--- src/rtl/fifo_pkg.sv ---
// Shared definitions for the fifo block and its downstream drain stage.
package fifo_pkg;

    localparam int unsigned DEF_WIDTH     = 8;
    localparam int unsigned DEF_BUF_DEPTH = 2;

    typedef logic [DEF_WIDTH-1:0] data_t;

    // Pointer width for a power-of-two buffer; never narrower than one bit.
    function automatic int unsigned ptr_width(input int unsigned depth);
        return (depth > 1) ? $clog2(depth) : 1;
    endfunction

    localparam int unsigned DEF_PTR_W = ptr_width(DEF_BUF_DEPTH);

endpackage

--- src/rtl/drain_buf.sv ---
// Small circular buffer holding words captured from the FIFO until the sink takes them.
module drain_buf
    import fifo_pkg::*;
#(
    parameter int unsigned width = DEF_WIDTH,
    parameter int unsigned DEPTH = DEF_BUF_DEPTH
) (
    input  logic             clk,
    input  logic             rst,
    input  logic             wr,
    input  logic             rd,
    input  logic [width-1:0] din,
    output logic [width-1:0] dout
);

    localparam int unsigned PTR_W = ptr_width(DEPTH);

    logic [width-1:0] mem_q [DEPTH];
    logic [PTR_W-1:0] wr_ptr_q, wr_ptr_d;
    logic [PTR_W-1:0] rd_ptr_q, rd_ptr_d;

    // Pointer advance; power-of-two depth lets them wrap without compare logic.
    always_comb begin
        wr_ptr_d = wr_ptr_q;
        rd_ptr_d = rd_ptr_q;
        if (wr) wr_ptr_d = wr_ptr_q + PTR_W'(1);
        if (rd) rd_ptr_d = rd_ptr_q + PTR_W'(1);
    end

    // Storage and pointer registers.
    always_ff @(posedge clk or negedge rst) begin
        if (!rst) begin
            // NOTE: the entries are reset because out_data must read 0 out of reset;
            // with only a handful of entries this costs nothing and keeps dout defined.
            for (int i = 0; i < int'(DEPTH); i++) mem_q[i] <= '0;
            wr_ptr_q <= '0;
            rd_ptr_q <= '0;
        end else begin
            // NOTE: state uses non-blocking assignments so every register samples
            // pre-edge values, independent of statement order.
            if (wr) mem_q[wr_ptr_q] <= din;
            wr_ptr_q <= wr_ptr_d;
            rd_ptr_q <= rd_ptr_d;
        end
    end

    assign dout = mem_q[rd_ptr_q];

endmodule

--- src/rtl/fifo_drain.sv ---
// Pops words from the upstream FIFO, absorbs its one-cycle read latency in a
// local buffer and presents them on a valid/ready stream.
module fifo_drain
    import fifo_pkg::*;
#(
    parameter int unsigned width     = DEF_WIDTH,
    parameter int unsigned BUF_DEPTH = DEF_BUF_DEPTH,
    parameter int unsigned CNT_W     = 16
) (
    input  logic             clk,
    input  logic             rst,
    input  logic             drain_en,
    input  logic             fifo_empty,
    input  logic [width-1:0] fifo_dataout,
    output logic             fifo_pop,
    output logic             out_valid,
    input  logic             out_ready,
    output logic [width-1:0] out_data,
    output logic [CNT_W-1:0] delivered,
    output logic             idle
);

    // One extra bit so occupancy can hold the full value BUF_DEPTH.
    localparam int unsigned OCC_W = ptr_width(BUF_DEPTH) + 1;

    logic [OCC_W-1:0] occ_q, occ_d;
    logic             infl_q, infl_d;
    logic [CNT_W-1:0] delivered_q, delivered_d;
    logic             acc;

    assign out_valid = (occ_q != '0);
    assign acc       = out_valid & out_ready;

    // Credit check and next-state: occ_d is the number of words still owed to
    // the sink after this cycle, so a pop is only issued if its word will fit.
    always_comb begin
        // NOTE: every output of this block is assigned on every path, so no latch is inferred.
        occ_d       = occ_q + OCC_W'(infl_q) - OCC_W'(acc);
        // Gated by rst so no pop escapes while the block is held in reset.
        fifo_pop    = rst & drain_en & ~fifo_empty & (occ_d < OCC_W'(BUF_DEPTH));
        infl_d      = fifo_pop;
        delivered_d = delivered_q + CNT_W'(acc);
    end

    // Bookkeeping registers: occupancy, in-flight flag and delivered count.
    always_ff @(posedge clk or negedge rst) begin
        if (!rst) begin
            occ_q       <= '0;
            infl_q      <= 1'b0;
            delivered_q <= '0;
        end else begin
            occ_q       <= occ_d;
            infl_q      <= infl_d;
            delivered_q <= delivered_d;
        end
    end

    // The word popped last cycle is on fifo_dataout now; capture it.
    drain_buf #(
        .width (width),
        .DEPTH (BUF_DEPTH)
    ) u_buf (
        .clk  (clk),
        .rst  (rst),
        .wr   (infl_q),
        .rd   (acc),
        .din  (fifo_dataout),
        .dout (out_data)
    );

    assign delivered = delivered_q;
    assign idle      = (occ_q == '0) & ~infl_q;

endmodule

--- config.mk ---
export PLATFORM = sky130hd
export DESIGN_NAME = fifo_drain
export DESIGN_NICKNAME = d
export VERILOG_FILES = /design/src/rtl/fifo_pkg.sv /design/src/rtl/drain_buf.sv /design/src/rtl/fifo_drain.sv
export SDC_FILE = /design/constraint.sdc
export NUM_CORES = 1
export LEC_CHECK = 0
export CAP_MARGIN = 20
export CORE_MARGIN = 3
export CORE_UTILIZATION = 39
export CTS_BUF_LIST = sky130_fd_sc_hd__clkbuf_2 sky130_fd_sc_hd__clkbuf_4 sky130_fd_sc_hd__clkbuf_8
export DETAILED_ROUTE_END_ITERATION = 10
export DONT_BUFFER_PORTS = 1
export HOLD_SLACK_MARGIN = 0.08
export PLACE_DENSITY = 0.55
export SYNTH_ARGS = -nofsm -noshare
export SYNTH_HDL_FRONTEND = slang
export SYNTH_SLANG_ARGS = --single-unit
--- constraint.sdc ---
create_clock -name clk -period 1.9 [get_ports clk]
set_input_delay 0.285 -clock clk [delete_from_list [all_inputs] [get_ports clk]]
set_output_delay 0.285 -clock clk [all_outputs]
set_load 0.05 [all_outputs]
* Word-level counts from Yosys, hierarchy flattened
Cells that the tools add are included.
Word-level totals: bits in registers 37, input bits 13, output and inout bits 27, logic and storage cells 34
Cells by class: add/sub/neg operators 5, magnitude comparators 4, multiplexer cells 6, bitwise operators 9, reductions and logical operators 3
Operators with widths (count):
- $mux W8 | 4
- $add A16 B1 Y16 | 1
- $bwmux W16 | 1
- $demux W8 S1 | 1
- $and A1 B1 Y1 | 5
- $ge A2 B2 Y1 const B | 2
- $not A1 Y2 | 2
- $add A1 B1 Y1 const B | 2
- $add A2 B1 Y2 | 1
- $logic_not A2 Y1 | 1
- $lt A2 B1 Y1 const B | 1
- $lt A2 B2 Y1 const B | 1
- $not A1 Y1 | 2
- $reduce_bool A2 Y1 | 1
- $sub A2 B1 Y2 | 1
- $logic_and A1 B1 Y1 | 1

* Longest topological paths before layout
Gate-level depths: netlist of run 1.
depth after elaboration 6, depth in mapped cells 7, depth with buffers taken out 7

* Hierarchy
From an unflattened synthesis of run 1, not the netlist that was laid out.
Second synthesis, totals: cells, all modules 118, area, all modules 1677.9 um2
By module, submodules not included:
- fifo_drain | times used 1, cells each 70, area an instance 878.3 um2, sequential area each 475.5 um2
- drain_buf | times used 1, cells each 48, area an instance 799.5 um2, sequential area each 450.4 um2

* Worst setup path before layout of run 1
Ideal clock, no wire load.
path type reg-to-output, start register occ_q[1], end output port fifo_pop, arrival time 1.834 ns, required time 1.615 ns, setup slack -0.219 ns, cell stages (with the launch flop) 6, path buffers 0, cell sequence dfrtp_1 -> o21ai_2 -> xnor2_1 -> ha_1 -> xnor2_1 -> nor3_2
Between the ends: cells in the longest elaborated chain, start to end 5, elaborated cells between the ends (all ways) 6, classes of those cells add/sub: 2; order compare: 1; bitwise: 2; reduce/logical: 1
Ends and longest elaborated chain:
- from (decl) | line fifo_drain.sv:26 | logic [OCC_W-1:0] occ_q, occ_d;
- from (signal assigned) | line fifo_drain.sv:48 | occ_q <= '0;
- from (signal assigned) | line fifo_drain.sv:52 | occ_q <= occ_d;
- parallel branches: the longest is 2 deep, another holds $add A2 B1 Y2
- $sub A2 B1 Y2 * | line fifo_drain.sv:38 | occ_d = occ_q + OCC_W'(infl_q) - OCC_W'(acc);
- named net occ_d[1] | line fifo_drain.sv:26
- $lt A2 B2 Y1 * | line fifo_drain.sv:40 | fifo_pop = rst & drain_en & ~fifo_empty & (occ_d < OCC_W'(BUF_DEPTH));
- $and A1 B1 Y1 * | line fifo_drain.sv:40
- to (decl) | line fifo_drain.sv:15 | output logic fifo_pop,
Mark *: on every way through the listed nets, which the timed path passes.

* Worst setup path after layout of run 1
Same ends and word-level chain as after synthesis.

==> results of run 1 <==
[cell families (layout without fill, tap and decap cells)]
group                    after synthesis  in the layout  share of synthesized area [%]
adder cells (fa/ha/maj)                2              2                           1.54
XOR/XNOR                              19             19                           10.2
AND/OR/NAND/NOR                       31             31                           12.3
flip-flops                            37             37                           56.8
multiplexers                          24             24                           16.6
AO/OA/AOI/OAI                          2              2                           1.08
buffers and inverters                  5             35                           1.46
[where the power goes]
group	total (mW)	internal [mW]	leakage (nW)	switching, mW
sequential	1.28	1.07	0.459	0.210
combinational	1.79	0.631	0.383	1.16
clock	0.707	0.442	0.0619	0.265
total	3.78	2.14	0.904	1.63
[cell usage after synthesis, drive strengths merged]
master | n | area, sq um
a21oi | 1 | 8.76
and3 | 2 | 12.5
and4 | 1 | 8.76
and4bb | 1 | 12.5
buf | 2 | 12.5
clkbuf | 1 | 3.75
dfrtp | 37 | 926
ha | 2 | 25.0
inv | 2 | 7.51
mux2 | 24 | 270
nand2 | 8 | 30.0
nand2b | 1 | 6.26
nand3 | 6 | 40.0
nand4 | 3 | 18.8
nor2 | 3 | 11.3
nor2b | 1 | 6.26
nor3 | 2 | 20.0
nor4 | 2 | 27.5
o21ai | 1 | 8.76
or2 | 1 | 6.26
xnor2 | 15 | 131
xor2 | 4 | 35.0
[sequential cells by signal, summed over array words and instances (netlist names)]
name and cells:
u_buf.mem_q 16, occ_q 2, delivered 16, infl_q 1
u_buf.rd_ptr_q 1, u_buf.wr_ptr_q 1
[worst max-delay path by stage]
stage / startpoint / end / depth (start not counted)
2_1_floorplan: occ_q[1] / fifo_pop / 5
3_3_place_gp: occ_q[1] / delivered[10] / 7
3_5_place_dp: occ_q[1] / delivered[10] / 7
4_1_cts: occ_q[0] / fifo_pop / 6
5_1_grt: occ_q[1] / fifo_pop / 6
6_report: occ_q[1] / fifo_pop / 6
[area by class of cell]
cell class	count	area, sq um	share of cell area, %
clock buffer	7	90.1	4.37
timing repair buffer	25	223	10.8
tap	48	60.1	2.91
inverter	2	7.51	0.364
multi-input combinational	78	726	35.2
sequential	37	926	44.9
clock inverter	1	30.0	1.46
[through the flow]
stage | setup WS (ns) | power (mW) | hold slack, ns
final | -0.0930 | 3.78 | 0.145
after global routing | -0.172 | 3.97 | 0.124
after CTS | -0.113 | 3.76 | 0.132
after detailed placement | 0.112 | 2.94 | -0.00964
after global placement | 0.134 | 2.89 | -0.00958
after floorplan | -0.0456 | 2.63 | -0.0106
[repair_timing]
item,CTS,global route
gates resized for setup,3,6
endpoints found under the setup margin,1,4
pin swaps,6,3
hold endpoints to repair,37,0
hold buffers,2,0
buffers inserted,3,1
[layer usage]
layer  global-route usage [%]  wire length [microns]  vias to the layer above
li1                         -                      -                      477
met1                     16.2                   1400                      489
met2                     22.9                   1550                       28
met3                     6.39                    238                        8
met4                     6.26                     78                        0
met5                        0                      0                        -
==> summary.txt, run 1 <==
Min path
  • Class of the tightest hold or removal check: primary input to register
  • Destination of the worst hold path: u_buf.mem_q[3]
  • Worst min-delay path startpoint: fifo_dataout[3]
  • Worst Hold Depth: 1

Timing
  • Slew headroom: about two thirds
  • Min cycle time layout: approximately 2 ns
  • Actual transition at the worst max-transition pin: roughly 0.53 ns
  • Portion of the clock cycle consumed by the worst path in the final layout: 105%
  • Unrepaired setup endpoints after global routing: yes
  • Total Neg Setup Slack: -0.144 ns
  • Worst Setup Slack, final: -0.0930 ns
  • Final setup violation count: 2
  • Final slew viol count: 0
  • Setup skew after layout: 0.00486 ns
  • Hold violation count in the final report: 0
  • Maximum clock frequency: roughly 500 MHz

GRT
  • GRT Resource Usage Total: between 10% and 20%
  • Number of global-route vias before repair: about 1100
  • Global-route wire length before repair: 5390 microns
  • Largest net degree at the start of global routing: 38
  • Total congestion overflow: 0
  • Antenna violations before repair: 0

Setup path
  • Startpoint type of the worst setup path: register
  • Maximum net fanout on the critical path: 3
  • Element type at the critical path end: output port
  • Crit path max-delay cell type: dfrtp_1
  • Biggest cell delay along the critical path: 0.41 ns
  • Worst flop-to-flop path startpoint: occ_q[0]
  • Destination of the worst register-to-register timing path: delivered[10]
  • Setup slack on the worst flop-to-flop path: 0.07 ns
  • Crit path buf inv count: 2
  • FF-to-FF path depth: 9
  • Crit path DAT: 1.71 ns
  • Category of cells accounting for the largest share of critical-path delay: simple AND/OR/NAND/NOR gates
  • Cell-by-cell listing of the critical path: buf_6 > and4bb_2 > a21oi_4 > xnor2_2 > nor3_4 > buf_12
  • Worst setup path category: register to output port
  • Data required time at the worst endpoint: ~1.6 ns

Die
  • Height of the chip: between 70 and 80 microns
  • Area of the die: 4990 sq um
  • I/O Pins: 40
  • Initial core utilization: between 40% and 50%
  • Number of rows created at floorplan: 22
  • Die Span X: approximately 71 microns
  • Core ar.: about 3900 sq um

Place
  • Count of port buffers added during placement: 0
  • Inst Count DP: roughly 180
  • Final weighted congestion in routability-driven placement: roughly 0.8
  • Placed cell areas: between 1500 and 2000 sq um
  • DPL Wire Length: approximately 2300 microns

Detailed routing
  • Detailed-route wire length per cell: approximately 16 microns
  • Number of search-and-repair iterations in the first detailed-routing pass: 3
  • Post-DRT Antenna Nets: 0
  • Wire length after detailed routing: between 3000 and 4000 microns
  • Iter 0 DRT Violations: 44
  • Post-detailed-route DRC marker count: 0
  • Routed vias: 1002
  • Post-DR vias/cell: around 5.1

Yosys
  • Fraction of the yosys area taken by sequential cells: 56.8%
  • Warning count from the yosys run: 0
  • Count of unique library cells instantiated by Yosys: 25
  • Cell area after technology mapping: ~1600 sq um
  • Post-synthesis sequential element count: 37
  • Mapped Cells: between 100 and 150
  • Net Count, Synth: approximately 140
  • Avg Cell Area, Syn: 13.6 sq um

Outcome
  • Result of the run: finished, violations left
  • Violations in the final reports: setup timing

Layout
  • Share of final-layout standard cells stronger than drive strength 1: approximately 47%
  • Fillers: ~340
  • Count of nets after finishing: 164
  • Number of inserted diodes: 0
  • Layout Utilization: between 50% and 60%
  • Most common library cell in the layout ignoring fill and taps: dfrtp_1
  • Summed area of non-filler cells in the final layout: approximately 2100 sq um
  • Area Overhead vs Synth: 26.6%
  • Leading cell types in the layout, fill and taps excluded: dfrtp_1, mux2_2, buf_4
  • Post-Layout Cell Count: approximately 200

CTS
  • Total CTS buffers: 5
  • Root cell of the clock tree: clkbuf_8
  • Buffer depth of the longest clock path: 2
  • CTS clk-pin slew, worst paths: about 0.070 ns
  • Clk Latency, worst-skew pair: between 0.2 and 0.3 ns
  • H-Tree Depth: 2
  • CTS tree: built
  • Number of clock sinks: 37

Power
  • Worst ir drop on vdd: 0.000856 V
  • Cell area power density: about 1800 nW/um^2
  • Leakage power figure: approximately 0.90 nW

Job
  • Count of maximum capacitance violations: 0
Power figures use the tool's default switching activity.
==> run 2: changes to the inputs <==
Settings changed: CTS_BUF_LIST sky130_fd_sc_hd__clkbuf_2 sky130_fd_sc_hd__clkbuf_4 sky130_fd_sc_hd__clkbuf_8 to sky130_fd_sc_hd__clkbuf_2, SKIP_CTS_REPAIR_TIMING set to 1.
==> run 2 against run 1 <==
  * The flow still finishes with violations (setup timing)
  * Critical path depth unchanged
  * Clock-buffer cell count shrank 1
  * Sequential power barely moved
  * First-iteration DRC count shrank 2.3%
  * Worst hold slack better by 0.050 ns
  * Worst setup slack worse by 0.11 ns
  * Via count up 4.2%
  * Sequential share of layout area decreased by 0.29 points
  * Critical endpoint unchanged
==> summary.txt, run 2 (synthesized netlist as in run 1, its figures left out) <==
Die
  • I/O Pins: 40
  • Area of the die: around 5000 sq um
  • Initial core utilization: a little over two fifths
  • Core ar.: 3850 sq um
  • Height of the chip: slightly above 70 microns
  • Number of rows created at floorplan: 22
  • Die Span X: 70.6 microns

Detailed routing
  • Post-DRT Antenna Nets: 0
  • Iter 0 DRT Violations: 43
  • Number of search-and-repair iterations in the first detailed-routing pass: 4
  • Detailed-route wire length per cell: approximately 16 microns
  • Routed vias: about 1000
  • Post-DR vias/cell: 5.07
  • Wire length after detailed routing: around 3300 microns
  • Post-detailed-route DRC marker count: 0

Place
  • Placement-stage worst setup slack: 0.112 ns
  • DPL Wire Length: 2260 microns
  • Placed cell areas: between 1500 and 2000 sq um
  • Count of port buffers added during placement: 0
  • Final weighted congestion in routability-driven placement: between 0.7 and 0.8

Layout
  • Reg area: just over 900 sq um
  • Count of nets after finishing: between 150 and 200
  • Summed area of non-filler cells in the final layout: ~2100 sq um
  • Area Overhead vs Synth: 27.6%
  • Fillers: approximately 340
  • Number of inserted diodes: 0
  • Most common library cell in the layout ignoring fill and taps: dfrtp_1
  • Area of the multi-input gates: a little over 700 sq um
  • Leading cell types in the layout, fill and taps excluded: dfrtp_1, mux2_2, buf_4
  • Layout Utilization: a little over half
  • Share of final-layout standard cells stronger than drive strength 1: a little over two fifths

Timing
  • Setup skew after layout: around 0.012 ns
  • Min cycle time layout: 2.11 ns
  • Worst Setup Slack, final: -0.206 ns
  • Maximum clock frequency: between 400 and 500 MHz
  • Hold violation count in the final report: 0
  • Final setup violation count: 2
  • Portion of the clock cycle consumed by the worst path in the final layout: 111%
  • Unrepaired setup endpoints after global routing: yes
  • Slew headroom: between 60% and 70%
  • Worst hold slack across all endpoints: slightly below 0.2 ns
  • Final slew viol count: 0
  • Actual transition at the worst max-transition pin: 0.524 ns

Power
  • Internal Pwr Total: between 1.5 and 2 mW
  • Power share of the clock group: roughly 14%
  • Cell area power density: about 1700 nW/um^2
  • Combinational fraction of design power: 50.3%
  • Sequential group share of total power: between 30% and 40%
  • Leakage power figure: 0.913 nW
  • Switching part of the total power: about 46%
  • Worst ir drop on vdd: slightly above 0.0009 V
  • Psw: 1.62 mW

Setup path
  • Worst flop-to-flop path startpoint: occ_q[0]
  • Worst setup path category: register to output port
  • Element type at the critical path end: output port
  • Setup slack on the worst flop-to-flop path: around 0.14 ns
  • Startpoint type of the worst setup path: register
  • Destination of the worst register-to-register timing path: delivered[8]
  • FF-to-FF path depth: 8
  • Maximum net fanout on the critical path: 2
  • Crit path DAT: 1.82 ns
  • Data required time at the worst endpoint: ~1.6 ns

Min path
  • Destination of the worst hold path: infl_q
  • Worst Hold Depth: 3
  • Class of the tightest hold or removal check: primary input to register
  • Worst min-delay path startpoint: drain_en

CTS
  • Root cell of the clock tree: clkbuf_2
  • CTS tree: built
  • Total CTS buffers: 5
  • Buffer depth of the longest clock path: 2
  • Number of clock sinks: 37
  • Clk Latency, worst-skew pair: between 0.3 and 0.4 ns
  • CTS clk-pin slew, worst paths: between 0.15 and 0.2 ns
  • H-Tree Depth: 2

Job
  • Count of maximum capacitance violations: 0

Outcome
  • Result of the run: finished, violations left
  • Violations in the final reports: setup timing

GRT
  • Total congestion overflow: 0
  • GRT Resource Usage Total: 13.2%
  • Global-route wire length before repair: roughly 5100 microns
  • Number of global-route vias before repair: 1061
  • Largest net degree at the start of global routing: 39
  • Antenna violations before repair: 0
-- run 2: changes by cell type in the layout (fill, tap and decap cells not counted) --
| cell | before | now |
|---|---|---|
| dfrtp_2 | 0 | 1 |
| dfrtp_1 | 37 | 36 |
| dlygate4sd3_1 | 1 | 10 |
| clkbuf_8 | 6 | 0 |
| buf_6 | 2 | 1 |
| clkbuf_2 | 0 | 6 |
| a21oi_4 | 1 | 0 |
| clkinv_1 | 0 | 1 |
| a21oi_2 | 0 | 1 |
| clkbuf_4 | 1 | 0 |
-- run 2: worst max-delay path, stage by stage, from the launching register on --
cell and delay, ns:
dfrtp_1 0.43, o21ai_2 0.18, xnor2_1 0.14, ha_2 0.22, xnor2_2 0.11, nor3_4 0.21
buf_12 0.16
-- run 2: worst max-delay path by stage --
stage / endpoint / slack (ns) / startpoint / cells past startpoint
floorplan: fifo_pop / -0.05 / occ_q[1] / 5
detailed placement: delivered[10] / 0.11 / occ_q[1] / 7
global route: fifo_pop / -0.34 / occ_q[0] / 6
finish: fifo_pop / -0.21 / occ_q[0] / 6
global placement: delivered[10] / 0.13 / occ_q[1] / 7
CTS: fifo_pop / -0.30 / occ_q[1] / 6
-- run 2: area by class of cell --
| class | instances | share of cell area, % |
|---|---|---|
| flip-flops and latches | 37 | 44.6 |
| well taps | 48 | 2.89 |
| repair buffers | 33 | 14.5 |
| clock buffers | 6 | 1.44 |
| clock inverters | 2 | 1.63 |
| inverters | 2 | 0.361 |
| multi-input cells | 78 | 34.6 |
-- run 2: power by group through the flow --
stage / registers (mW) / clock network, mW / logic (mW)
detailed placement: 1.29 / 0 / 1.65
floorplan: 1.44 / 0 / 1.19
global placement: 1.26 / 0 / 1.63
CTS: 1.27 / 0.497 / 1.66
global route: 1.31 / 0.529 / 1.87
finish: 1.28 / 0.476 / 1.78
-- run 2: per-layer routing --
layer	routed length [microns]	part of all wire [%]	GRT usage, %	vias to the layer above
met5	0	0	0	-
met4	57	1.7	5.22	0
met3	236	7.1	6.68	7
met2	1560	47	21.7	28
met1	1480	44	14.7	521
li1	-	-	-	488
-- run 2: stage by stage --
| step | setup TNS (ns) | total power [mW] | instances |
|---|---|---|---|
| detailed placement | 0 | 2.94 | 184 |
| CTS | -0.299 | 3.42 | 192 |
| global route | -0.511 | 3.71 | 206 |
| floorplan | -0.0456 | 2.63 | 120 |
| global placement | 0 | 2.89 | 184 |
| finish | -0.255 | 3.53 | 206 |
==> run 3: changes to the inputs <==
Settings changed: CORE_MARGIN 3 to 10.
==> run 3 against run 2 <==
  * The flow still finishes with violations (setup timing)
  * Non-clock buffer count unchanged
  * Sequential power hardly changed
  * Largest cell class unchanged
  * First-iteration DRC count down 23%
  * Global-route usage shrank 3.3 points
  * Critical path depth shrank 1
  * Maximum frequency down 6.9%
  * Critical path type unchanged
  * Via count decreased by 1.2%
==> summary.txt, run 3 (synthesized netlist as in run 1, its figures left out) <==
Setup path
  • Cell-by-cell listing of the critical path: o21ai_2 > xnor2_1 > ha_2 > xnor2_2 > nor3_4
  • Crit path buf inv count: 0
  • Setup slack on the worst flop-to-flop path: ~0.14 ns
  • Category of cells accounting for the largest share of critical-path delay: simple AND/OR/NAND/NOR gates
  • Crit path DAT: just under 2 ns
  • Destination of the worst register-to-register timing path: infl_q
  • Crit path max-delay cell type: nor3_4
  • Element type at the critical path end: output port
  • Worst flop-to-flop path startpoint: occ_q[0]
  • Cell depth of the worst setup path: 5
  • Startpoint of the worst setup timing path: occ_q[0]
  • Data required time at the worst endpoint: 1.62 ns
  • FF-to-FF path depth: 5
  • Startpoint type of the worst setup path: register
  • Worst setup path category: register to output port
  • Biggest cell delay along the critical path: 0.52 ns
  • Maximum net fanout on the critical path: 4

Timing
  • Worst Setup Slack, final: -0.360 ns
  • Setup skew after layout: roughly 0.0083 ns
  • Final slew viol count: 0
  • Portion of the clock cycle consumed by the worst path in the final layout: 119%
  • Maximum clock frequency: ~440 MHz
  • Worst hold slack across all endpoints: approximately 0.20 ns
  • Slew headroom: between 60% and 70%
  • Min cycle time layout: 2.26 ns
  • Final setup violation count: 1
  • Total Neg Setup Slack: -0.360 ns
  • Unrepaired setup endpoints after global routing: yes
  • Actual transition at the worst max-transition pin: ~0.56 ns
  • Hold violation count in the final report: 0

Die
  • Core ar.: 4030 sq um
  • Number of rows created at floorplan: 23
  • I/O Pins: 40
  • Area of the die: about 7000 sq um
  • Height of the chip: between 80 and 90 microns
  • Initial core utilization: around 40%
  • Die Span X: between 80 and 90 microns

CTS
  • CTS tree: built
  • H-Tree Depth: 2
  • Total CTS buffers: 5
  • CTS clk-pin slew, worst paths: between 0.15 and 0.2 ns
  • Clk Latency, worst-skew pair: between 0.3 and 0.4 ns
  • Number of clock sinks: 37
  • Buffer depth of the longest clock path: 2
  • Root cell of the clock tree: clkbuf_2

Detailed routing
  • Iter 0 DRT Violations: 33
  • Post-detailed-route DRC marker count: 0
  • Detailed-route wire length per cell: about 17 microns
  • Wire length after detailed routing: between 3000 and 4000 microns
  • Number of search-and-repair iterations in the first detailed-routing pass: 4
  • Post-DR vias/cell: 4.96
  • Routed vias: around 1000
  • Post-DRT Antenna Nets: 0

Power
  • Cell area power density: approximately 1700 nW/um^2
  • Leakage power figure: roughly 0.90 nW
  • Worst ir drop on vdd: ~0.0010 V

Place
  • Count of port buffers added during placement: 0
  • DPL Wire Length: approximately 2600 microns
  • Final weighted congestion in routability-driven placement: 0.681
  • Placement-stage worst setup slack: between 0.04 and 0.05 ns

Outcome
  • Violations in the final reports: setup timing
  • Result of the run: finished, violations left

Layout
  • Leading cell types in the layout, fill and taps excluded: dfrtp_1, mux2_2, buf_4
  • Share of final-layout standard cells stronger than drive strength 1: 43.0%
  • Number of inserted diodes: 0
  • Count of nets after finishing: 172
  • Fillers: 367
  • Most common library cell in the layout ignoring fill and taps: dfrtp_1
  • Area Overhead vs Synth: 26.2%

GRT
  • Largest net degree at the start of global routing: 39
  • Global-route wire length before repair: about 5700 microns
  • GRT Resource Usage Total: 9.95%
  • Number of global-route vias before repair: 1158
  • Antenna violations before repair: 0
  • Total congestion overflow: 0

Min path
  • Worst min-delay path startpoint: out_ready
  • Destination of the worst hold path: u_buf.rd_ptr_q
  • Worst Hold Depth: 3
  • Class of the tightest hold or removal check: primary input to register

Job
  • Count of maximum capacitance violations: 0
[run 3: worst max-delay path by stage]
stage                          to  slack (ns)
floorplan                fifo_pop       -0.05
global placement    delivered[10]         0.1
detailed placement  delivered[10]        0.04
CTS                      fifo_pop       -0.42
global route             fifo_pop       -0.51
finish                   fifo_pop       -0.36
[run 3: where the power goes]
group          internal [mW]  switching, mW
Combinational          0.624           1.18
Clock                 0.0806          0.250
Sequential              1.07          0.211
[run 3: area by class of cell]
type                            count  area [sq um]  share of cell area (%)
Sequential cell                    37           927                    45.1
Multi-Input combinational cell     78           726                    35.3
Timing Repair Buffer               33           295                    14.4
Tap cell                           50          62.6                    3.04
Clock buffer                        5          25.0                    1.22
Clock inverter                      3          12.5                   0.609
Inverter                            2          7.51                   0.365
[run 3: tightest hold or removal path, stage by stage]
cell and delay [ns]:
o21ai_2 0.05, buf_4 0.15, xnor2_1 0.06
[run 3: layer usage]
layer | track usage (%) | share of wire [%] | vias to the layer above
li1 | - | - | 485
met1 | 9.41 | 39 | 515
met5 | 0 | 0 | -
met4 | 4.49 | 0.62 | 0
met3 | 4.83 | 6.3 | 3
met2 | 17.7 | 54 | 28
[run 3: metrics by stage]
step,area [sq um],util (%),total power [mW],std cells
after floorplan,1640,-,2.63,120
after global placement,1830,45.3,2.90,186
after detailed placement,1830,45.3,2.96,186
after CTS,1860,46.3,3.30,194
after global routing,2060,51.0,3.63,208
final,2060,51.0,3.41,208
